==> src/rtl/reg_file_write_arbiter.sv <==
// rtl/reg_file_write_arbiter.sv - shares the register file write port between the pipeline and a buffered multi-cycle unit
module reg_file_write_arbiter #(
    parameter int DATA_WIDTH   = 32,
    parameter int SEL_WIDTH    = 4,
    parameter int FIFO_DEPTH   = 2,
    parameter int STARVE_LIMIT = 4
) (
    input  logic                      clk,
    input  logic                      rst,
    input  logic                      pipe_wb_valid,
    input  logic [SEL_WIDTH-1:0]      pipe_wb_sel,
    input  logic [DATA_WIDTH-1:0]     pipe_wb_data,
    output logic                      pipe_stall,
    input  logic                      mcu_valid,
    output logic                      mcu_ready,
    input  logic [SEL_WIDTH-1:0]      mcu_sel,
    input  logic [DATA_WIDTH-1:0]     mcu_data,
    output logic                      rf_write_en,
    output logic [SEL_WIDTH-1:0]      rf_write_sel,
    output logic [DATA_WIDTH-1:0]     rf_write_data,
    output logic [2**SEL_WIDTH-1:0]   busy_mask
);
    localparam int NREG = 2**SEL_WIDTH;
    localparam int PW   = (FIFO_DEPTH > 1) ? $clog2(FIFO_DEPTH) : 1;
    localparam int CW   = $clog2(FIFO_DEPTH + 1);
    localparam int SW   = $clog2(STARVE_LIMIT + 1);

    logic [SEL_WIDTH-1:0]  fifo_sel  [FIFO_DEPTH];
    logic [DATA_WIDTH-1:0] fifo_data [FIFO_DEPTH];
    logic [FIFO_DEPTH-1:0] slot_valid, slot_valid_next;
    logic [NREG-1:0]       busy_next;
    logic [PW-1:0]         head, tail;
    logic [CW-1:0]         count;
    logic [SW-1:0]         starve_cnt;

    logic pipe_req, fifo_nonempty, force_head, conflict;
    logic push, pop, grant_pipe;

    assign pipe_req      = pipe_wb_valid && (pipe_wb_sel != '0);
    assign fifo_nonempty = (count != '0);
    assign force_head    = (starve_cnt == SW'(STARVE_LIMIT)) && fifo_nonempty;
    assign conflict      = pipe_req && busy_mask[pipe_wb_sel];

    assign mcu_ready  = !rst && (count < CW'(FIFO_DEPTH));
    // sel-0 results are accepted from the unit but never occupy a slot
    assign push       = mcu_valid && mcu_ready && (mcu_sel != '0);
    assign pop        = force_head || conflict || (!pipe_req && fifo_nonempty);
    assign grant_pipe = pipe_req && !(force_head || conflict);
    assign pipe_stall = !rst && pipe_req && (force_head || conflict);

    // Busy mask is rebuilt from the post-edge FIFO contents so it never lags a push or pop
    always_comb begin
        slot_valid_next = '0;
        busy_next       = '0;
        for (int i = 0; i < FIFO_DEPTH; i++) begin
            logic                 pushed_here;
            logic [SEL_WIDTH-1:0] sel_after;
            pushed_here        = push && (tail == PW'(i));
            sel_after          = pushed_here ? mcu_sel : fifo_sel[i];
            slot_valid_next[i] = (slot_valid[i] && !(pop && head == PW'(i))) || pushed_here;
            if (slot_valid_next[i]) begin
                busy_next[sel_after] = 1'b1;
            end
        end
    end

    always_ff @(posedge clk) begin
        if (push) begin
            fifo_sel[tail]  <= mcu_sel;
            fifo_data[tail] <= mcu_data;
        end
    end

    always_ff @(posedge clk) begin
        if (rst) begin
            head          <= '0;
            tail          <= '0;
            count         <= '0;
            slot_valid    <= '0;
            busy_mask     <= '0;
            starve_cnt    <= '0;
            rf_write_en   <= 1'b0;
            rf_write_sel  <= '0;
            rf_write_data <= '0;
        end else begin
            if (push) begin
                tail <= tail + PW'(1);
            end
            if (pop) begin
                head <= head + PW'(1);
            end
            count      <= count + CW'(push) - CW'(pop);
            slot_valid <= slot_valid_next;
            busy_mask  <= busy_next;

            if (pop) begin
                starve_cnt <= '0;
            end else if (grant_pipe && fifo_nonempty && starve_cnt != SW'(STARVE_LIMIT)) begin
                starve_cnt <= starve_cnt + SW'(1);
            end

            if (pop) begin
                rf_write_en   <= 1'b1;
                rf_write_sel  <= fifo_sel[head];
                rf_write_data <= fifo_data[head];
            end else if (grant_pipe) begin
                rf_write_en   <= 1'b1;
                rf_write_sel  <= pipe_wb_sel;
                rf_write_data <= pipe_wb_data;
            end else begin
                rf_write_en   <= 1'b0;
            end
        end
    end
endmodule

==> config.mk <==
export PLATFORM = sky130hd
export DESIGN_NAME = reg_file_write_arbiter
export DESIGN_NICKNAME = d
export VERILOG_FILES = /design/src/rtl/reg_file_write_arbiter.sv
export SDC_FILE = /design/constraint.sdc
export NUM_CORES = 1
export LEC_CHECK = 0
export ABC_AREA = 1
export CAP_MARGIN = 20
export CORE_MARGIN = 2
export CORE_UTILIZATION = 35
export CTS_CLUSTER_SIZE = 30
export DETAILED_ROUTE_END_ITERATION = 16
export GPL_TIMING_DRIVEN = 0
export HOLD_SLACK_MARGIN = 0.15
export SLEW_MARGIN = 20
export SYNTH_ARGS = -nofsm -noshare
export SYNTH_HDL_FRONTEND = slang
export SYNTH_SLANG_ARGS = --single-unit
==> constraint.sdc <==
create_clock -name clk -period 2.85 [get_ports clk]
set_input_delay 0.7125 -clock clk [delete_from_list [all_inputs] [get_ports clk]]
set_output_delay 0.7125 -clock clk [all_outputs]
set_load 0.01 [all_outputs]
Word level (Yosys, flattened, before mapping). Memory sizes are Yosys's and may differ from the RTL's. A register that Yosys moved wholly into a read port is not among the register bits. Index checks and enable logic that the tools add are counted.

Memories kept: 2. Bits in writable memories: 72. Register bits: 62. Input bits: 76.

Memory list: fifo_data (depth 2, width 32, read ports 1, clocked after Yosys merged registers in 1, write ports 1, RTL line 29) `logic [DATA_WIDTH-1:0] fifo_data [FIFO_DEPTH];`; fifo_sel (depth 2, width 4, read ports 3, clocked after Yosys merged registers in 1, write ports 1, RTL line 28) `logic [SEL_WIDTH-1:0] fifo_sel [FIFO_DEPTH];`.

$lt $le $gt $ge: 6. Reductions and logical operators: 34. Mux-type cells: 22. Add/sub/neg operators: 5. Bitwise logic cells: 3. Equal/unequal tests: 2.

Operator list (number): two-way mux 32 bit (2); two-way mux 16 bit (2); logical AND 1 bit (20); two-way mux 4 bit (4); bitwise OR 16 bit (1); less-than comparator 4 x 5 -> 1 bit (second input constant) (3); two-way mux 1 bit (11); demux 1 bit (select 4 bit) (2); >= comparator 4 x 1 -> 1 bit (second input constant) (2); nonzero test 4 bit (2); logical NOT 1 bit (5); binary-select mux 1 bit (select 4 bit) (1); logical OR 1 bit (4); nonzero test 2 bit (2); adder 3 x 1 -> 3 bit (second input constant) (1); == test 3 bit (second input constant) (1); inequality test 3 bit (second input constant) (1); adder 1 bit (second input constant) (2); adder 2 x 1 -> 2 bit (1); less-than comparator 2 bit (second input constant) (1); NOT 1 bit (2); OR reduction 2 bit (1); subtractor 2 x 1 -> 2 bit (1).

Logic depth before layout (Yosys ltp).
Depth in word-level cells: 13. Gate-level depth with buffers: 16.

Least setup slack after synthesis. OpenSTA, ideal clock, no wires.

Kind: input to register. From: input port pipe_wb_sel[1]. To: register busy_mask[12]. Stages: 14. Required time: 2.780 ns. Arrival: 2.471 ns. Buffers on the path: 3. Slack: 0.308 ns. Setup time: 0.070 ns. Cell sequence: buf_6 > nor2_4 > nand3_1 > and2_1 > buf_6 > nand3_2 > nand3_2 > buf_2 > ha_1 > o21ai_2 > nand2_1 > nor2_2 > nand2_1 > a21oi_1.

Word-level cells in the longest chain between the ends: 12. Elaborated cells between the ends (all ways): 20. Classes of those cells: mux: 4; bitwise: 1; reduce/logical: 15.

RTL lines: start, declared (RTL line 11) `input logic [SEL_WIDTH-1:0] pipe_wb_sel,`; binary-select mux 1 bit (select 4 bit) or nonzero test 4 bit (tied branches) (RTL line 42, 39); two-way mux 1 bit (not written as such) or logical AND 1 bit (tied branches) (RTL line 42, 39); logical AND 1 bit or logical NOT 1 bit (tied branches) (RTL line 42, 47); logical OR 1 bit or logical AND 1 bit (tied branches) (RTL line 47) `assign pop = force_head || conflict || (!pipe_req && fifo_nonempty);`; logical OR 1 bit * (RTL line 47); logical AND 1 bit (RTL line 60) `slot_valid_next[i] = (slot_valid[i] && !(pop && head == PW'(i))) || pushed_here;`; logical NOT 1 bit (RTL line 60); logical AND 1 bit (RTL line 60); logical OR 1 bit (RTL line 60); two-way mux 16 bit (RTL line 61) `if (slot_valid_next[i]) begin`; bitwise OR 16 bit (no line); two-way mux 16 bit * (RTL line 61); end signal, assigned (RTL line 94) `busy_mask <= busy_next;`; end, declared (RTL line 21) `output logic [2**SEL_WIDTH-1:0] busy_mask`.

Mark *: on every way between the ends. The rest lies on a longest branch, timed or not. The select of a mux whose other input is x is not followed. A chain may end at the register's enable or synchronous reset.

Worst setup path in the final report.
From: input port pipe_wb_valid. To: output port pipe_stall.

Word-level cells in the longest chain between the ends: 4. Elaborated cells between the ends (all ways): 5. Classes of those cells: reduce/logical: 5.

RTL lines: start, declared (RTL line 10) `input logic pipe_wb_valid,`; logical AND 1 bit * (RTL line 39) `assign pipe_req = pipe_wb_valid && (pipe_wb_sel != '0);`; logical AND 1 bit (RTL line 42) `assign conflict = pipe_req && busy_mask[pipe_wb_sel];`; logical OR 1 bit (RTL line 49) `assign pipe_stall = !rst && pipe_req && (force_head || conflict);`; logical AND 1 bit * (RTL line 49); end, declared (RTL line 13) `output logic pipe_stall,`.

Mark *: on every way between the ends. The rest lies on a longest branch, timed or not.

==> summary.md <==
| Metric | Value |
|---|---|
| Grt total ovfl | 0 |
| Post-DP HPWL | 11.41 mm |
| RR Startpoint | count[1] |
| Tot Pwr | 6809 uW |
| Slew margin rel. | 0.5525 |
| Setup WS pre-CTS | -1.073 ns |
| Sequential area share after synthesis | 0.5546 |
| Initial antenna violation count | 0 |
| Number of max-cap violations | 0 |
| Fin. Hold Viols | 0 |
| Status | complete, no violations |
| GPL Wtd Cong | 0.8271 |
| Die area | 0.01871 mm^2 |
| Synthesis warning total | 0 |
| H-tree levels | 4 |
| Slew Limit Fails | 0 |
| Number of flops mapped to enable cells by yosys | 72 |
| CP Max Fanout | 4 |
| Met1 wire length | ~7.6 mm |
| Setup Crit Path Kind | primary input to primary output |
| CTS Root Cell | clkbuf_16 |
| DR vias/cell | a little under 5 |
| Placed standard-cell area | 0.007745 mm^2 |
| Core area | 0.01730 mm^2 |
| Synth Flop Type | edfxtp_1 |
| Worst min path class | flop to flop |
| Routed Antenna Nets | 0 |
| Slowest CP cell | clkdlybuf4s50_1 |
| Hold worst-path end | rf_write_data[2] |
| First-pass GRT wire length | 26.01 mm |
| DR iter-0 viols | 306 |
| WP data required | 2.14 ns |
| HP Start | rf_write_data[2] |
| Vias in the first global route | about 5100 |
| Antenna diode count | 0 |
| Final Setup Violations | 0 |
| Power Density | between 800 and 900 mW/mm^2 |
| Arrival @ worst endpoint | 2.10 ns |
| Total Wirelength | about 17 mm |
| Cell Chain, Critical Path | clkdlybuf4s50_1, and2_4, buf_6, nand3_4, clkbuf_8, a211oi_4, buf_2 |
| Final core occ | 0.4899 |
| Routed met3 length | between 1 and 1.5 mm |
| Row cnt | 48 |
| Per-cell routed wire length | 15.88 um |
| Clk_skew | 0.01127 ns |
| Syn Area/Cell | 9.240 um^2 |
| Final period utilization | 0.9858 |
| Chip height | between 100 and 150 um |
| Met2 WL | 7.687 mm |
| R2R Path End | busy_mask[15] |
| Cells on worst reg2reg path | 11 |
| Async SR Flop Fraction | 0 |
| Worst Setup Start Kind | primary input |
| Max Freq | 355.9 MHz |
| Post-synthesis net count | 750 |
| FF+latch area | 0.003423 mm^2 |
| Global router's overall resource usage | 0.1852 |
| Final WS setup | 0.04054 ns |
| Synth top area share | 0.3503 |
| Num CTS Buffers | 17 |
| Register-to-register setup slack | 0.47 ns |
| Unrepaired setup endpoints after global routing | false |
| Register bit total from synthesis | approximately 140 |
| DRC Markers | 0 |
| Skew-Pair Late Insertion Delay | 0.43 ns |
| Post-route minimum period | ~2.8 ns |
| CTS max path bufs | 2 |
| Die Width | between 100 and 150 um |
| Initial core utilization | 0.3568 |
| Post-Syn Area | 0.006172 mm^2 |
| Nets | 901 |
| LEAKAGE | ~0.0033 uW |
| Post-synthesis cell count | approximately 670 |
| Fraction of layout cells with a size suffix above 1 | 0.1142 |
| CP Capture Type | primary output |
| CTS tree | yes |
| Largest net degree at the start of global routing | 46 |
| Placed cell count | 1022 |
| Area leader, netlist | edfxtp_1 |
| Most frequent cells after synthesis | nand2_1, nand3_1, edfxtp_1 |
| DR vias | 5258 |
| Area of the multi-input gates | 0.002302 mm^2 |
| Top cells by area, synth | edfxtp_1, dfxtp_1, nand2_1 |
| Design area | between 0.008 and 0.009 mm^2 |
| Clock sink total | 135 |
| Fill cell count | ~1700 |
| Netlist cell types | 31 |
| DRT Pass-1 Iters | 4 |
| I/O Pins | 131 |
| Top sig layer | met4 |
| Number of I/O port buffers | approximately 130 |
| Least-Margin Pin Slew | between 0.6 and 0.7 ns |
| Peak per-stage delay on the critical path | 0.46 ns |
| Most instantiated library cell after synthesis | nand2_1 |
| P&R area growth vs syn | 37.28% |
| Hold path cells | 2 |
| Worst-path clk slew | 0.06 ns |
| Max rail drop VDD | between 0.0004 and 0.0005 V |
| Final cell count without fillers | between 1000 and 1500 |
-- metal layers --
metal  track usage  vias to the layer above
li1              -                     2583
met1        0.2468                     2475
met2        0.2864                      171
met3       0.04852                       29
met4       0.07617                        0
met5             0                        -
-- critical path, delay by kind of cell --
family	cells	cell delay, ns
compound gates	1	0.24
buf+inv	4	0.91
simple gates	2	0.23
-- area by class of cell --
cell class,instances,area share
sequential,135,0.4040
multi-input combinational,426,0.2717
timing repair buffer,133,0.1543
clock buffer,19,0.05227
tap,225,0.03323
buffer,40,0.03057
inverter,66,0.02983
clock inverter,13,0.02407
-- sequential cells by signal, indices dropped and copies added (netlist names), named ones only --
signal,cells
fifo_data,64
rf_write_data,32
busy_mask,16
fifo_sel,8
rf_write_sel,4
starve_cnt,3
count,2
slot_valid,2
head,1
rf_write_en,1
tail,1
-- layout by cell type (no fill, tap or decap), types with 17 or more instances in the layout --
master and n:
o21ai_0 27, inv_1 62, nor2_1 49, nand3_1 91, dfxtp_1 63, nand2_1 128, clkbuf_16 17, mux2i_1 32
clkdlybuf4s50_1 123, edfxtp_1 72, nand4_1 39
-- per-stage QoR --
| stage | hold WS (ns) | TNS (ns) |
|---|---|---|
| after floorplan | 0.4562 | 0 |
| after global placement | 0.4691 | -10.09 |
| after detailed placement | 0.4753 | -9.801 |
| after CTS | 0.4885 | 0 |
| after global routing | 0.5065 | 0 |
| final | 0.4866 | 0 |
-- report_power, final --
part	switching (uW)	internal, uW
logic	1080	837
registers	157	2340
clock network	829	1570
-- worst max-delay path by stage --
stage                        start            end  slack (ns)  cells past startpoint
global placement    pipe_wb_sel[0]     pipe_stall       -1.11                     12
finish               pipe_wb_valid     pipe_stall        0.04                      7
detailed placement  pipe_wb_sel[0]     pipe_stall       -1.07                     12
floorplan           pipe_wb_sel[1]  busy_mask[12]        0.31                     14
global route         pipe_wb_valid     pipe_stall       0.005                      7
CTS                  pipe_wb_valid     pipe_stall       0.007                      7
-- timing repair --
item                                    4_1_cts  5_1_grt
endpoints found under the setup margin        7        9
setup buffers                                 3        0
pin swaps                                     1        2
gates resized for setup                      32       11
cloned                                        1        0
hold buffers                                  0        0
-- logic make-up after synthesis --
kind of cell             after synthesis  synth area share
adder cells (fa/ha/maj)                6           0.01216
AO/OA/AOI/OAI                         62           0.05555
flip-flops                           135            0.5546
AND/OR/NAND/NOR                      322            0.2408
multiplexers                          34           0.05554
XOR/XNOR                               2          0.002839
buffers and inverters                107           0.07845
Note: power is estimated with default switching activity, not from simulation.
